--- src/rtl/hamming_pkg.sv ---
// Shared Hamming (15+1) codeword layout: widths, data-bit positions and data extraction.
package hamming_pkg;

    localparam int DATA_W = 11;
    localparam int CODE_W = 16;
    localparam int SYN_W  = 4;

    // Codeword index of each data bit; the encoder places data bits at the same indices.
    localparam int DATA_POS [0:DATA_W-1] = '{3, 5, 6, 7, 9, 10, 11, 12, 13, 14, 15};

    function automatic logic [DATA_W-1:0] extract_data(input logic [CODE_W-1:0] codeword);
        logic [DATA_W-1:0] data;
        for (int i = 0; i < DATA_W; i++) begin
            data[i] = codeword[DATA_POS[i]];
        end
        return data;
    endfunction

endpackage

--- src/rtl/hamming_syndrome.sv ---
// Combinational syndrome and overall-parity generator for one 16-bit Hamming codeword.
module hamming_syndrome
    import hamming_pkg::*;
(
    input  logic [CODE_W-1:0] codeword,
    output logic [SYN_W-1:0]  syndrome,
    output logic              parity
);

    // Index 0 contributes nothing to the XOR, so starting at 0 is harmless.
    always_comb begin
        syndrome = '0;
        for (int i = 0; i < CODE_W; i++) begin
            if (codeword[i]) begin
                syndrome = syndrome ^ SYN_W'(i);
            end
        end
    end

    assign parity = ^codeword;

endmodule

--- src/rtl/hamming_secded_decoder.sv ---
// Two-stage valid/ready Hamming decoder with saturating error counters.
// Define SECDED_EN to check bit0 as overall parity and flag double errors.
module hamming_secded_decoder
    import hamming_pkg::*;
#(
    parameter int CNT_W = 16
) (
    input  logic              clk,
    input  logic              rst,
    input  logic              in_valid,
    output logic              in_ready,
    input  logic [CODE_W-1:0] code_in,
    output logic              out_valid,
    input  logic              out_ready,
    output logic [DATA_W-1:0] data_out,
    output logic              err_single,
    output logic              err_double,
    output logic [SYN_W-1:0]  err_pos,
    input  logic              clr_counts,
    output logic [CNT_W-1:0]  corr_count,
    output logic [CNT_W-1:0]  uncorr_count
);

    logic              s1Valid;
    logic [CODE_W-1:0] s1Code;
    logic [SYN_W-1:0]  s1Syn;
    logic [SYN_W-1:0]  synNext;
`ifdef SECDED_EN
    logic              s1Par;
    logic              parNext;
`else
    logic              unusedPar;
`endif
    logic              s1Load;
    logic              s2Load;
    logic              outXfer;
    logic [CODE_W-1:0] fixedCode;
    logic              decSingle;
    logic              decDouble;
    logic [SYN_W-1:0]  decPos;

    hamming_syndrome uSyndrome (
        .codeword (code_in),
        .syndrome (synNext),
`ifdef SECDED_EN
        .parity   (parNext)
`else
        .parity   (unusedPar)
`endif
    );

    assign s2Load   = !out_valid || out_ready;
    assign s1Load   = !s1Valid || s2Load;
    assign in_ready = s1Load;
    assign outXfer  = out_valid && out_ready;

    always_ff @(posedge clk) begin
        if (rst) begin
            s1Valid <= 1'b0;
            s1Code  <= '0;
            s1Syn   <= '0;
`ifdef SECDED_EN
            s1Par   <= 1'b0;
`endif
        end else if (s1Load) begin
            s1Valid <= in_valid;
            if (in_valid) begin
                s1Code <= code_in;
                s1Syn  <= synNext;
`ifdef SECDED_EN
                s1Par  <= parNext;
`endif
            end
        end
    end

    // A double error leaves the data uncorrected; a bit0-only flip needs no data fix.
    always_comb begin
        fixedCode = s1Code;
        decSingle = 1'b0;
        decDouble = 1'b0;
        decPos    = '0;
`ifdef SECDED_EN
        if (s1Par) begin
            decSingle = 1'b1;
            decPos    = s1Syn;
            if (s1Syn != '0) begin
                fixedCode[s1Syn] = ~s1Code[s1Syn];
            end
        end else if (s1Syn != '0) begin
            decDouble = 1'b1;
        end
`else
        if (s1Syn != '0) begin
            decSingle        = 1'b1;
            decPos           = s1Syn;
            fixedCode[s1Syn] = ~s1Code[s1Syn];
        end
`endif
    end

    always_ff @(posedge clk) begin
        if (rst) begin
            out_valid  <= 1'b0;
            data_out   <= '0;
            err_single <= 1'b0;
            err_double <= 1'b0;
            err_pos    <= '0;
        end else if (s2Load) begin
            out_valid <= s1Valid;
            if (s1Valid) begin
                data_out   <= extract_data(fixedCode);
                err_single <= decSingle;
                err_double <= decDouble;
                err_pos    <= decPos;
            end
        end
    end

    // Clear wins over a same-cycle increment.
    always_ff @(posedge clk) begin
        if (rst || clr_counts) begin
            corr_count   <= '0;
            uncorr_count <= '0;
        end else begin
            if (outXfer && err_single && (corr_count != {CNT_W{1'b1}})) begin
                corr_count <= corr_count + 1'b1;
            end
            if (outXfer && err_double && (uncorr_count != {CNT_W{1'b1}})) begin
                uncorr_count <= uncorr_count + 1'b1;
            end
        end
    end

endmodule

--- config.mk ---
export PLATFORM = sky130hd
export DESIGN_NAME = hamming_secded_decoder
export DESIGN_NICKNAME = d
export VERILOG_FILES = /design/src/rtl/hamming_pkg.sv /design/src/rtl/hamming_syndrome.sv /design/src/rtl/hamming_secded_decoder.sv
export SDC_FILE = /design/constraint.sdc
export NUM_CORES = 1
export LEC_CHECK = 0
export BUFFER_PORTS_ARGS = -buffer_cell sky130_fd_sc_hd__buf_2
export CAP_MARGIN = 20
export CORE_ASPECT_RATIO = 1.25
export CORE_MARGIN = 5
export CORE_UTILIZATION = 48
export CTS_CLUSTER_DIAMETER = 120
export DETAILED_ROUTE_END_ITERATION = 6
export MAX_ROUTING_LAYER = met4
export PLACE_DENSITY = 0.76
export SETUP_SLACK_MARGIN = 0.02
export SLEW_MARGIN = 20
export SYNTH_ARGS = -nofsm -noshare
export SYNTH_HDL_FRONTEND = slang
export SYNTH_SLANG_ARGS = --single-unit
--- constraint.sdc ---
create_clock -name clk -period 3.4 [get_ports clk]
set_input_delay 0.34 -clock clk [delete_from_list [all_inputs] [get_ports clk]]
set_output_delay 0.34 -clock clk [all_outputs]
set_load 0.005 [all_outputs]
## Word level (Yosys, flattened, before mapping)

Cells that the tools add are included.

- Add/sub/neg operators: 1
- Order comparisons: 2
- Eq/ne operators: 1
- Mux-type cells: 23
- Bitwise gates (word level): 15
- Reduce and logical (&&, ||, !) cells: 12

Operators by type and width:

| kind | count |
|---|---|
| 2-to-1 mux 4 bit | 9 |
| adder 16 x 1 -> 16 bit (second input constant) | 1 |
| bitwise mux 16 bit | 1 |
| 2-to-1 mux 16 bit | 1 |
| != test 16 bit (second input constant) | 1 |
| 2-to-1 mux 3 bit | 4 |
| inverter 2 bit | 6 |
| inverter 3 bit | 4 |
| less-than comparator 4 x 5 -> 1 bit (second input constant) | 1 |
| binary-select mux 1 bit (select 4 bit) | 1 |
| demux 1 bit (select 4 bit) | 1 |
| greater-or-equal comparator 4 x 1 -> 1 bit (second input constant) | 1 |
| logical AND 1 bit | 4 |
| 2-to-1 mux 1 bit | 4 |
| 2-to-1 mux 2 bit | 2 |
| inverter 4 bit | 1 |
| AND reduction 2 bit | 2 |
| nonzero test 4 bit | 1 |
| logical OR 1 bit | 3 |
| inverter 1 bit (first input constant) | 3 |
| logical NOT 1 bit | 2 |
| inverter 1 bit | 1 |

- Flip-flop bits (word level): 54
- Bits of input ports: 21
- Output and inout port bits: 51
- Logic and storage cells: 62

## Longest topological paths before layout

Gate-level depths: netlist of the first run.

- Word-level depth: 26
- Depth in mapped cells: 6
- Mapped depth without buffers: 5

## By module

Synthesis of the first run repeated with hierarchy kept, for this count alone.

- Cell total of the unflattened synthesis: 310
- Area, all modules: 2,578.7 um^2

Modules (own cells, without submodules):

| module | instances | cells an instance | area each (um^2) | seq. area each (um^2) |
|---|---|---|---|---|
| hamming_secded_decoder | 1 | 283 | 2,327.2 | 980.9 |
| hamming_syndrome | 1 | 27 | 251.5 | 0.0 |

## Least setup slack after synthesis of the first run

No wires, ideal clock.

- Kind: register -> register
- From: register corr_count[0]
- To: register corr_count[9]
- Setup time: 0.116 ns
- Arrival: 1.684 ns
- Required time: 3.284 ns
- Path slack: 1.600 ns
- Cell stages (with the launch flop): 6
- Path buffers: 1
- Clock period less this slack: 1.800 ns
- Cell sequence: dfxtp_1 ha_1 nand4_1 or4_2 buf_2 a41o_2

- Longest elaborated chain between the ends: 2
- Elaborated cells between the ends (all ways): 3
- Those cells by class: add/sub (1); eq/ne (1); reduce/logical (1)

Ends and longest elaborated chain:

| element | line | text |
|---|---|---|
| start, declared | hamming_secded_decoder.sv:20 | `output logic [CNT_W-1:0] corr_count,` |
| start signal, assigned | hamming_secded_decoder.sv:127 | `corr_count <= corr_count + 1'b1;` |
| branches (longest 2 deep; another with adder 16 x 1 -> 16 bit) | -- |  |

Parallel ways; which one is timed is not known.
A chain may end at the register's enable or synchronous reset.

## Worst setup path after layout of the first run

Ends and elaborated chain as after synthesis.

==> run_results.csv, run 1 <==
group,metric,value,unit
finish,final_net_count,362,
pwr,p_leak,1.153,nW
clock_tree,numCtsBuffers,5,
synth,syn_area,0.002511,mm²
clock_tree,cts_hold_buffers,0,
sta,slew_headroom,0.3796,
critical_path,reg2reg_from,"corr_count[0]",
global_routing,grt_overflow,0,
placement,dpl_cell_area,0.002729,mm²
placement,hpwl,4109,µm
floorplanning,io_pins,72,
floorplanning,design.die.area,0.006787,mm²
critical_path,rr_worst_depth,4,
route,num_vias,2118,
route,drc,0,
critical_path,cp.required,3600,ps
route,drt_iter0_markers,93,
sta,fin_worst_skew,3.717,ps
placement,place.gp.congestion,0.7863,
global_routing,grt_pass1_vias,2013,
critical_path,crit_arrival,2110,ps
synth,synth.distinct_cells,41,
sta,slew_violations,0,
sta,rsz0062_at_grt,"no",
finish,layoutNonFillerInstCount,403,
critical_path,critPathSlowestCell,"or4_2",
sta,hold_viol_final,0,
route,dr.pass1.iters,4,
clock_tree,clkLatencyLatePin,300,ps
pwr,power_density,407.8,mW/mm²
clock_tree,cts_tree,"done",
synth,ys.flop_type,"dfxtp_1",
global_routing,antenna_found_initial,0,
clock_tree,clock_sinks,49,
critical_path,startpoint_type,"flop",
finish,syn_to_final_growth,13.00,%
sta,fmax,524.0,MHz
flow_run,maxCapViolations,0,
clock_tree,cts_setup_buffers,0,
sta,timing.hold.ws,283.2,ps
finish,final_core_util,0.5586,
sta,setup_ws,1492,ps
worst_hold_path,hold_class,"in -> reg",
critical_path,r2r-end,"corr_count[9]",
critical_path,reg2reg_slack,1490,ps
global_routing,grt_pass1_wl,9177,µm
route,wire_per_inst,13.50,µm
floorplanning,fp.dieH,90.87,µm
clock_tree,root_buffer,"clkbuf_8",
synth,synth-edff-count,0,
finish,final_common_cell,"buf_2",
synth,yosysWarnings,0,
finish,fill_cells,493,
floorplanning,die_x,74.70,µm
placement,portBuffers,53,
sta,min_period,1908,ps
critical_path,cpPeakStageDelay,730,ps
synth,syn_inst,296,
critical_path,end_kind,"flop",
finish,layout_common_cells,"53 x buf_2, 49 x dfxtp_1, 35 x nor2_1",
critical_path,crit_path_end,"corr_count[9]",
pwr,total_power,1.157,mW
sta,worst_pin_slew,930.6,ps
critical_path,startpoint,"corr_count[0]",
route,ant_nets,0,
sta,tns,0,ps
floorplanning,rows,29,
sta,fin_crit_sh,0.5613,
clock_tree,clock_path_buffers,2,
clock_tree,cts_resized,0,
synth,ys_async_sr_fraction,0,
clock_tree,cts.clk_slew.worst_paths,90,ps
synth,yosysSeqAreaShare,0.3906,
sta,setup_violations,0,
finish,num_antenna_cells,0,
critical_path,critPathKind,"reg -> reg",
global_routing,grt.total_usage,0.1736,
floorplanning,initial_core_util,0.4943,
floorplanning,coreArea,0.005080,mm²
route,via_per_inst,5.256,
route,wirelength,5439,µm
pwr,ir_drop,0.2009,mV
clock_tree,ctsHtreeMaxLevel,2,
finish,drive_above_1_share,0.2170,
critical_path,cp_cell_sequence,"ha_1 > nand4_1 > or4_2 > a41o_2",
finish,design_area,0.002838,mm²
placement,post-place-ws,1343,ps
synth,synth_seq_cells,49,
synth,syn_area_per_cell,8.484,µm²
global_routing,grt_max_degree,36,
placement,dp.cells,395,
run_status,status,"finished, final reports clean",
critical_path,cp_max_fo,6,
-- power by group --
group	switching, mW	internal (mW)
registers	0.0251	0.602
clock network	0.193	0.165
logic	0.0886	0.0835
-- final cells by class --
cell class	count	area, µm²	area share
repair buffers	53	265.3	0.09347
well taps	62	77.57	0.02734
flip-flops and latches	49	980.9	0.3457
clock buffers	6	82.58	0.02910
clock inverters	2	13.76	0.004850
inverters	3	11.26	0.003968
multi-input cells	228	1406	0.4956
-- cells by family after synthesis --
group                      count (synthesis)  synth area share
muxes                                      4           0.01594
AOI/OAI and AO/OA                         60            0.1505
adders and majority gates                  1          0.004982
buffers and inverters                     35           0.07822
other                                      1          0.001493
DFF                                       49            0.3906
and+or+nand+nor                          117            0.2352
xor gates and xnor gates                  29            0.1231
-- worst min path at each step --
| stage | start | endpoint | slack [ps] | cells past startpoint |
|---|---|---|---|---|
| after global placement | s1Valid | out_valid | 440 | 2 |
| after CTS | in_valid | s1Valid | 270 | 3 |
| after floorplan | s1Valid | out_valid | 430 | 2 |
| after detailed placement | s1Valid | out_valid | 460 | 2 |
| after global routing | in_valid | s1Valid | 280 | 3 |
| final | in_valid | s1Valid | 280 | 3 |
-- layer usage --
| layer | vias up | GRT usage | wire length (µm) |
|---|---|---|---|
| li1 | 1095 | - | - |
| met1 | 967 | 0.1920 | 2168 |
| met2 | 49 | 0.2933 | 2908 |
| met3 | 7 | 0.03898 | 279 |
| met4 | 0 | 0.07122 | 82 |
| met5 | - | - | 0 |
-- state kept, by name, summed over array words and instances, names as in the netlist --
name,count
corr_count,16
data_out,11
s1Code,11
err_pos,4
s1Syn,4
err_single,1
out_valid,1
s1Valid,1
-- cells in the mapped netlist (5+ instances only) --
master / n / area, µm²
nand2_1: 34 / 127.6
a211oi_1: 17 / 127.6
dfxtp_1: 49 / 980.9
or4_1: 5 / 37.54
nor2_1: 35 / 131.4
nand3_1: 9 / 45.04
xnor2_1: 16 / 140.1
clkbuf_1: 12 / 45.04
o31ai_1: 7 / 52.55
xor2_1: 9 / 78.83
a21oi_1: 26 / 130.1
buf_4: 17 / 127.6
-- worst max-delay path, delay by kind of cell (launching register included) --
kind	cells	cell delay [ps]
DFF	1	390
and+or+nand+nor	2	880
AOI/OAI and AO/OA	1	300
adders and majority gates	1	240
(Power assumes the default switching activity.)
==> run 2: changes to the inputs <==
==> constraint.sdc (replaced) <==
create_clock -name clk -period 1.8 [get_ports clk]
set_input_delay 0.18 -clock clk [delete_from_list [all_inputs] [get_ports clk]]
set_output_delay 0.18 -clock clk [all_outputs]
set_load 0.005 [all_outputs]
==> run 2 against run 1 <==
Effect of this change: sequential share of layout area shrank 1.5 points; first-iteration DRC count is 20% higher; worst hold slack lost 160 ps; cell area is 6.2% higher; power grew 110%; wire length increased by 0.51%; die area unchanged; non-clock buffer count grew 16; critical endpoint is now corr_count[14].
==> run_results.csv, run 2 (synthesis results as in run 1) <==
group,metric,value,unit
clock_tree,cts_tree,"done",
finish,largestRegisters,"corr_count (16), data_out (11), s1Code (11)",
global_routing,grt_pass1_vias,2024,
sta,tns,0,ps
clock_tree,clock_sinks,49,
floorplanning,design.die.area,0.006787,mm²
finish,syn_to_final_growth,20.03,%
placement,hpwl,4216,µm
route,ant_nets,0,
critical_path,critPathKind,"reg -> reg",
floorplanning,io_pins,72,
sta,setup_ws,98.07,ps
critical_path,end_kind,"flop",
route,drc,0,
finish,final_net_count,378,
run_status,status,"finished, final reports clean",
route,wirelength,5467,µm
critical_path,critPathSlowestCell,"or4_1",
floorplanning,initial_core_util,0.4943,
sta,slew_violations,0,
clock_tree,ctsHtreeMaxLevel,2,
sta,min_period,1702,ps
route,wire_per_inst,13.05,µm
pwr,total_power,2.421,mW
placement,portBuffers,53,
pwr,p_leak,1.255,nW
sta,timing.hold.ws,126.2,ps
placement,place.gp.congestion,0.8213,
sta,hold_viol_final,0,
worst_hold_path,hold_class,"in -> reg",
sta,rsz0062_at_grt,"yes",
global_routing,antenna_found_initial,0,
route,drt_iter0_markers,112,
finish,final_common_cell,"buf_2",
pwr,ir_drop,0.6220,mV
clock_tree,cts_hold_buffers,0,
route,dr.pass1.iters,4,
critical_path,startpoint,"corr_count[9]",
finish,largest_register_ffs,16,
route,via_per_inst,5.289,
floorplanning,rows,29,
sta,fin_worst_skew,5.261,ps
finish,layout_common_cells,"53 x buf_2, 40 x dfxtp_1, 35 x nor2_1",
floorplanning,die_x,74.70,µm
floorplanning,coreArea,0.005080,mm²
worst_hold_path,worstHoldStart,"in_valid",
clock_tree,numCtsBuffers,5,
global_routing,grt_max_degree,35,
critical_path,cp_max_fo,6,
clock_tree,clkLatencyLatePin,300,ps
finish,num_antenna_cells,0,
global_routing,grt_pass1_wl,9252,µm
flow_run,maxCapViolations,0,
global_routing,grt_overflow,0,
critical_path,startpoint_type,"flop",
sta,fmax,587.6,MHz
sta,setup_violations,0,
clock_tree,clock_path_buffers,2,
critical_path,cp_top_family,"simple AND/OR/NAND/NOR gates",
sta,fin_crit_sh,0.9455,
finish,regMostFlops,"corr_count",
pwr,power_density,803.3,mW/mm²
critical_path,cpPeakStageDelay,510,ps
placement,post-place-ws,2.779,ps
critical_path,crit_arrival,1940,ps
clock_tree,cts.clk_slew.worst_paths,90,ps
route,num_vias,2216,
critical_path,cp_cell_sequence,"nand3_2 > or3_4 > or4_1 > a21oi_1",
finish,drive_above_1_share,0.2829,
critical_path,cp.required,2040,ps
floorplanning,fp.dieH,90.87,µm
clock_tree,root_buffer,"clkbuf_8",
critical_path,critPathBufInv,0,
critical_path,reg2reg_from,"corr_count[9]",
global_routing,grt.total_usage,0.1747,
## run 2: path summary, 6_finish.rpt
path / to / slack [ps] / depth (start not counted)
worst min-delay path: s1Valid / 130 / 3
worst max-delay path: corr_count[14] / 100 / 4
worst max register to register: corr_count[14] / 100 / 4
worst min register to register: out_valid / 450 / 2
## run 2: layout make-up
cell class | count | area, µm²
inverter | 3 | 11.26
clock buffer | 5 | 68.82
sequential | 49 | 997.2
clock inverter | 3 | 65.06
timing repair buffer | 69 | 385.4
fill | 460 | 2066
tap | 62 | 77.57
multi-input combinational | 228 | 1409
## run 2: power breakdown
part           total (mW)  internal [mW]  switching, mW
registers            1.18           1.13         0.0472
clock network       0.913          0.552          0.361
logic               0.328          0.162          0.166
total                2.42           1.85          0.574
## run 2: routing by layer
layer	global-route usage	share of wire	vias up
li1	-	-	1127
met1	0.1885	0.38	1010
met2	0.3021	0.53	65
met3	0.04232	0.066	14
met4	0.06380	0.023	0
met5	-	0	-
## run 2: worst reg2reg max path: stages (launching register included)
cell and delay, ps:
dfxtp_1 410, nand3_2 160, or3_4 420, or4_1 510
a21oi_1 140
## run 2: stage by stage
step,std cells,utilization,area (µm²)
2_1_floorplan,312,-,2577
3_3_place_gp,411,0.5618,2854
3_5_place_dp,411,0.5618,2854
4_1_cts,419,0.5887,2990
5_1_grt,419,0.5934,3014
6_report,419,0.5934,3014
## run 2: what timing repair did
| item | 4_1_cts | 5_1_grt |
|---|---|---|
| resized for setup | 1 | 12 |
| buffers inserted | 0 | 0 |
| hold endpoints to repair | 0 | 0 |
| endpoints found under the setup margin | 1 | 5 |
